**src/rtl/dt_pkg.sv**
```systemverilog
// Shared types and helpers for the delay_timer_arbiter slice: FSM states,
// prescaler sizing and the round-robin selection functions.
package dt_pkg;

  typedef enum logic [1:0] {
    IDLE  = 2'd0,
    COUNT = 2'd1,
    DONE  = 2'd2
  } dt_state_t;

  localparam int MAX_REQ = 8;
  localparam int IDX_W   = 3;

  function automatic int calc_prescale(input int clock_freq, input int tick_freq);
    return clock_freq / tick_freq;
  endfunction

  function automatic int calc_ps_width(input int prescale);
    return (prescale > 1) ? $clog2(prescale) : 1;
  endfunction

  localparam int DEFAULT_PRESCALE = calc_prescale(50_000_000, 100_000);
  localparam int DEFAULT_PS_WIDTH = calc_ps_width(DEFAULT_PRESCALE);

  // First requester at or after ptr, scanning upward with wrap-around.
  function automatic logic [IDX_W-1:0] rr_pick(input logic [MAX_REQ-1:0] req,
                                              input logic [IDX_W-1:0]   ptr,
                                              input int                 num_req);
    logic [IDX_W-1:0] pick;
    int               sum;
    pick = ptr;
    for (int k = num_req - 1; k >= 0; k--) begin
      sum = int'(ptr) + k;
      if (sum >= num_req) sum = sum - num_req;
      if (req[sum]) pick = IDX_W'(sum);
    end
    return pick;
  endfunction

  function automatic logic [IDX_W-1:0] rr_next(input logic [IDX_W-1:0] owner,
                                              input int               num_req);
    return (int'(owner) == num_req - 1) ? '0 : owner + 1'b1;
  endfunction

endpackage

```
**src/rtl/tick_prescaler.sv**
```systemverilog
// Clearable, enabled modulo-PRESCALE counter; tick is high for the one
// cycle in which the count sits at PRESCALE-1 while enabled.
module tick_prescaler
  import dt_pkg::*;
#(
  parameter int PRESCALE = DEFAULT_PRESCALE,
  parameter int CNT_W    = calc_ps_width(PRESCALE)
) (
  input  logic FD_CLOCK_IN,
  input  logic FD_RESET,
  input  logic clear,
  input  logic enable,
  output logic tick
);

  localparam logic [CNT_W-1:0] LAST = CNT_W'(PRESCALE - 1);

  logic [CNT_W-1:0] cnt;

  // NOTE: sequential state uses non-blocking assignments only, so every
  // register samples the pre-edge values of its neighbours.
  always_ff @(posedge FD_CLOCK_IN or posedge FD_RESET) begin
    if (FD_RESET) begin
      cnt <= '0;
    end else if (clear) begin
      cnt <= '0;
    end else if (enable) begin
      cnt <= (cnt == LAST) ? '0 : cnt + 1'b1;
    end
  end

  assign tick = enable && !clear && (cnt == LAST);

endmodule

```
**src/rtl/delay_timer_arbiter.sv**
```systemverilog
// Round-robin shared countdown engine. Optional per-requester cancel is
// compiled in when DT_ABORT_EN is defined.
module delay_timer_arbiter
  import dt_pkg::*;
#(
  parameter int NUM_REQ     = 4,
  parameter int CLOCK_FREQ  = 50_000_000,
  parameter int TICK_FREQ   = 100_000,
  parameter int DELAY_WIDTH = 20
) (
  input  logic                           FD_CLOCK_IN,
  input  logic                           FD_RESET,
  input  logic [NUM_REQ-1:0]             DT_REQ,
  input  logic [NUM_REQ*DELAY_WIDTH-1:0] DT_DELAY,
`ifdef DT_ABORT_EN
  input  logic [NUM_REQ-1:0]             DT_ABORT,
`endif
  output logic [NUM_REQ-1:0]             DT_GRANT,
  output logic [NUM_REQ-1:0]             DT_DONE,
  output logic                           DT_BUSY,
  output logic [DELAY_WIDTH-1:0]         DT_REMAIN
);

  localparam int PRESCALE = calc_prescale(CLOCK_FREQ, TICK_FREQ);
  localparam int PS_W     = calc_ps_width(PRESCALE);

  dt_state_t             state;
  logic [IDX_W-1:0]      owner;
  logic [IDX_W-1:0]      ptr;
  logic [IDX_W-1:0]      winner;
  logic [NUM_REQ-1:0]    win_onehot;
  logic [DELAY_WIDTH-1:0] win_delay;
  logic                  tick;
  logic                  last_tick;
  logic                  abort_hit;

  assign winner     = rr_pick(MAX_REQ'(DT_REQ), ptr, NUM_REQ);
  assign win_onehot = NUM_REQ'(1) << winner;
  assign win_delay  = DT_DELAY[int'(winner)*DELAY_WIDTH +: DELAY_WIDTH];
  assign last_tick  = tick && (DT_REMAIN == DELAY_WIDTH'(1));

`ifdef DT_ABORT_EN
  logic [MAX_REQ-1:0] abort_ext;
  assign abort_ext = MAX_REQ'(DT_ABORT);
  assign abort_hit = abort_ext[owner];
`else
  assign abort_hit = 1'b0;
`endif

  tick_prescaler #(
    .PRESCALE (PRESCALE),
    .CNT_W    (PS_W)
  ) u_prescaler (
    .FD_CLOCK_IN (FD_CLOCK_IN),
    .FD_RESET    (FD_RESET),
    .clear       (state != COUNT),
    .enable      (state == COUNT),
    .tick        (tick)
  );

  always_ff @(posedge FD_CLOCK_IN or posedge FD_RESET) begin
    if (FD_RESET) begin
      state     <= IDLE;
      owner     <= '0;
      ptr       <= '0;
      DT_GRANT  <= '0;
      DT_DONE   <= '0;
      DT_BUSY   <= 1'b0;
      DT_REMAIN <= '0;
    end else begin
      DT_DONE <= '0;
      case (state)
        IDLE: begin
          if (|DT_REQ) begin
            owner     <= winner;
            DT_REMAIN <= win_delay;
            DT_GRANT  <= win_onehot;
            DT_BUSY   <= 1'b1;
            state     <= COUNT;
          end
        end
        COUNT: begin
          // Reaching zero (or the tick that gets there) beats a concurrent abort.
          if (DT_REMAIN == '0) begin
            DT_DONE <= DT_GRANT;
            state   <= DONE;
          end else if (abort_hit && !last_tick) begin
            DT_GRANT  <= '0;
            DT_BUSY   <= 1'b0;
            DT_REMAIN <= '0;
            ptr       <= rr_next(owner, NUM_REQ);
            state     <= IDLE;
          end else if (tick) begin
            DT_REMAIN <= DT_REMAIN - 1'b1;
          end
        end
        DONE: begin
          DT_GRANT <= '0;
          DT_BUSY  <= 1'b0;
          ptr      <= rr_next(owner, NUM_REQ);
          state    <= IDLE;
        end
        default: state <= IDLE;
      endcase
    end
  end

endmodule

```
**config.mk**
```make
export PLATFORM = sky130hd
export DESIGN_NAME = delay_timer_arbiter
export DESIGN_NICKNAME = d
export VERILOG_FILES = /design/src/rtl/dt_pkg.sv /design/src/rtl/tick_prescaler.sv /design/src/rtl/delay_timer_arbiter.sv
export SDC_FILE = /design/constraint.sdc
export NUM_CORES = 1
export LEC_CHECK = 0
export CAP_MARGIN = 20
export CORE_MARGIN = 2
export CORE_UTILIZATION = 30
export DETAILED_ROUTE_END_ITERATION = 8
export GPL_TIMING_DRIVEN = 0
export PLACE_DENSITY = 0.57
export REMOVE_ABC_BUFFERS = 1
export SYNTH_ARGS = -nofsm -noshare
export SYNTH_HDL_FRONTEND = slang
export SYNTH_SLANG_ARGS = --single-unit
```
**constraint.sdc**
```tcl
create_clock -name FD_CLOCK_IN -period 3 [get_ports FD_CLOCK_IN]
set_input_delay 0.75 -clock FD_CLOCK_IN [delete_from_list [all_inputs] [get_ports FD_CLOCK_IN]]
set_output_delay 0.75 -clock FD_CLOCK_IN [all_outputs]
set_load 0.01 [all_outputs]
```
==> results of run 1 <==
state kept, by name, summed over array words and instances (netlist names):
name and flops:
u_prescaler.cnt 9, owner 3, DT_BUSY 1, DT_GRANT 4, ptr 3, DT_REMAIN 20
state 2, DT_DONE 4
layer usage:
metal / vias up / GRT usage, % / wire length (um)
met5: - / 0 / 0
met4: 0 / 3.53 / 84
met3: 9 / 4.60 / 657
met2: 96 / 32.3 / 5420
met1: 1667 / 22.3 / 4570
li1: 1687 / - / -
stage by stage:
step	instance area (um^2)	std cells	total power, mW	hold WS, ns	worst slack [ns]
2_1_floorplan	3210	366	0.719	0.454	-0.671
3_3_place_gp	4530	620	0.852	0.467	-1.83
5_1_grt	4900	643	1.32	0.523	0.0163
6_report	4900	643	1.27	0.495	0.189
3_5_place_dp	4590	623	0.862	0.474	-1.45
4_1_cts	4800	638	1.27	0.497	0.0104
layout make-up:
cell class,count,area (um^2),area share (%)
inverter,7,26.3,0.536
timing repair buffer,127,1310,26.6
sequential,46,1160,23.6
clock inverter,3,21.3,0.434
tap,140,175,3.57
clock buffer,5,68.8,1.40
multi-input combinational,315,2150,43.8
where the power goes:
part	switching, mW	internal, mW
clock	0.234	0.164
combinational	0.0930	0.155
sequential	0	0.619
cells in the mapped netlist (3+ instances only):
master,number
o21a_1,4
or3_1,5
nand3_1,9
nand2b_1,5
and2_1,10
nor3_1,14
a31oi_1,8
mux2i_1,22
nand4_1,3
nand2_1,29
or4_1,4
buf_2,5
ha_1,6
a21boi_0,19
inv_1,7
buf_6,3
xnor2_1,3
o21ai_0,27
and3_1,23
clkbuf_1,13
a22oi_1,4
nor2b_1,4
nor3b_1,3
o221ai_1,3
dfrtp_1,46
a21boi_1,4
a21oi_1,12
o21ai_1,22
nor2_1,26
o211ai_1,13
cells in the final DEF (no fill, tap or decap), types with 4 or more instances in the layout:
| cell | instances |
|---|---|
| buf_4 | 8 |
| nor3_1 | 14 |
| o21ai_1 | 22 |
| nand2_1 | 29 |
| a31oi_1 | 8 |
| ha_1 | 5 |
| o21ai_0 | 27 |
| clkbuf_8 | 5 |
| nand2b_1 | 4 |
| o211ai_1 | 13 |
| or4_1 | 4 |
| and3_1 | 23 |
| nor2b_1 | 4 |
| a21boi_0 | 19 |
| nand3_1 | 9 |
| nor2_1 | 25 |
| a22oi_1 | 4 |
| a21boi_1 | 4 |
| dfrtp_1 | 44 |
| and2_1 | 8 |
| mux2i_1 | 18 |
| clkdlybuf4s50_1 | 110 |
| or3_1 | 5 |
| inv_1 | 6 |
| a21oi_1 | 12 |
cell families after synthesis:
family / after synthesis
xor+xnor: 5
simple gates: 143
mux: 27
buf+inv: 28
flops: 46
fa+ha+maj: 6
compound gates: 132
what timing repair did:
action | CTS | global route
gates resized for setup | 21 | 10
gates cloned | 2 | 0
pin swaps | 2 | 1
buffers inserted | 5 | 5
setup endpoints to repair | 25 | 23
path summary, 6_finish.rpt:
kind	end	slack, ns	depth (start not counted)	from
max	DT_REMAIN[19]$_DFFE_PP0P_	0.19	11	ptr[1]$_DFFE_PP0P_
min	DT_BUSY$_DFFE_PP0P_	0.50	2	DT_BUSY$_DFFE_PP0P_
max reg2reg	DT_REMAIN[19]$_DFFE_PP0P_	0.19	11	ptr[1]$_DFFE_PP0P_
min reg2reg	DT_BUSY$_DFFE_PP0P_	0.50	2	DT_BUSY$_DFFE_PP0P_
max in group asynchronous	DT_REMAIN[16]$_DFFE_PP0P_	1.91	3	FD_RESET
min in group asynchronous	DT_BUSY$_DFFE_PP0P_	0.63	2	FD_RESET
critical path: cells and delay by family, from the launching register on:
kind | cells | cell delay (ns)
buffers and inverters | 3 | 0.52
multiplexers | 2 | 0.46
AND/OR/NAND/NOR | 1 | 0.20
flip-flops | 1 | 0.46
AO/OA/AOI/OAI | 4 | 0.69
adder cells (fa/ha/maj) | 1 | 0.34
==> impl_metrics.toml, run 1 <==
[cells_and_area]
fin_nets = 594
fillers = 1088
area_growth_pct = 47.6
num_antenna_cells = 0
drive_gt1_share_pct = 9.74
utilization_pct = 45.2

[detailed_routing]
ant_nets = 0
wirelength_um = 10700
vias = 3459
first_iter_violations = 193
wl_per_cell_um = 16.7
route.detailed.drc = 0
viasPerCell = 5.38
firstDrtPassIters = 4

[timing]
fin_crit_ns = 2.81
setup_viol_count_final = 0
fin_skew_ns = 0.0105
tightestPinTransition_ns = 0.723
setup_tns_ns = 0
relSlewSlack_pct = 51.7
fin_crit_sh_pct = 93.7
rsz0062_at_grt = "no"
max_freq_ghz = 0.356
slew_violations = 0
hold_violations = 0

[critical_path]
critPathMaxFanout = 35
path_cells = "inv_1 > ha_2 > mux4_1 > o21ai_1 > o21a_2 > o21ai_4 > buf_8 > and2_4 > buf_4 > mux2i_1 > o221ai_1"
cp_data_required_time_ns = 3.17
end_kind = "flop"
cp_slowest_stage_delay_ns = 0.46
crit_slowest_cell = "dfrtp_2"
worstSetupStartpointType = "flop"
crit_type = "reg2reg"
cp.arrival_ns = 2.98

[synthesis]
synth-simple-area-share_pct = 22.9
synth_top_family_by_area = "compound AO/OA/AOI/OAI gates"
avgSynthCellArea_um2 = 8.58
synth_xor_area_share_pct = 1.32
ys.warnings.count = 0
netlist_area_mm2 = 0.00332
synth_edf_count = 0
synth-main-ff-cell = "dfrtp_1"
synthDistinctLibCells = 54
async_flop_share_pct = 100
synth_compound_area_share_pct = 25.6
ys_seq_area_share_pct = 34.7
synthMuxAreaShare_pct = 9.23
synthCells = 387
synth-adder-area-share_pct = 2.26
yosysTopAreaCellShare_pct = 34.7
synth_seq_cells = 46
yosys.area.top_type = "dfrtp_1"
synth_area_leaders = "dfrtp_1 (35%), mux2i_1 (6.6%), and3_1 (4.3%), a21boi_0 (4.3%), o21ai_0 (4.1%)"

[pwr]
power_leakage_nw = 2.09
power_density_mw_per_mm2 = 258
ir_worst_vdd_mv = 0.172

[global_route]
antenna_found_initial = 0
grtUsageTotal_pct = 18.2
grt_pass1_vias = 3287
grt.overflow.total = 0
grt_max_degree = 42
grt_pass1_wl_um = 16800

[floorplan]
die_w_um = 109
core_area_mm2 = 0.0108
die_h_um = 109
rows = 38
initial_core_util_pct = 30.6
ioPinCount = 115
die-area_mm2 = 0.0119

[job]
drv_cap = 0

[outcome]
status = "complete, no violations"

[cts]
clock-sinks = 46
insertion_delay_ns = 0.31
ctsHtreeMaxLevel = 2
cts_root_buffer = "clkbuf_8"
ctsHoldBuffers = 0
cts_tree = "built"
cts-buffers-inserted = 5
cts_buffer_depth = 2
clk_pin_slew_ns = 0.10

[hold_path]
hp-class = "reg2reg"

[place]
place_congestion = 0.883
portBuffers = 114
hpwlAfterDp_um = 7480
Power figures use the tool's default switching activity.
==> run 2, diff against run 1 <==
--- a/config.mk
+++ b/config.mk
@@ -12,6 +12,7 @@
 export GPL_TIMING_DRIVEN = 0
 export PLACE_DENSITY = 0.57
 export REMOVE_ABC_BUFFERS = 1
+export SKIP_LAST_GASP = 1
 export SYNTH_ARGS = -nofsm -noshare
 export SYNTH_HDL_FRONTEND = slang
 export SYNTH_SLANG_ARGS = --single-unit
==> results of run 2 <==
Final layout, timing and power as in run 1 (identical DEF).
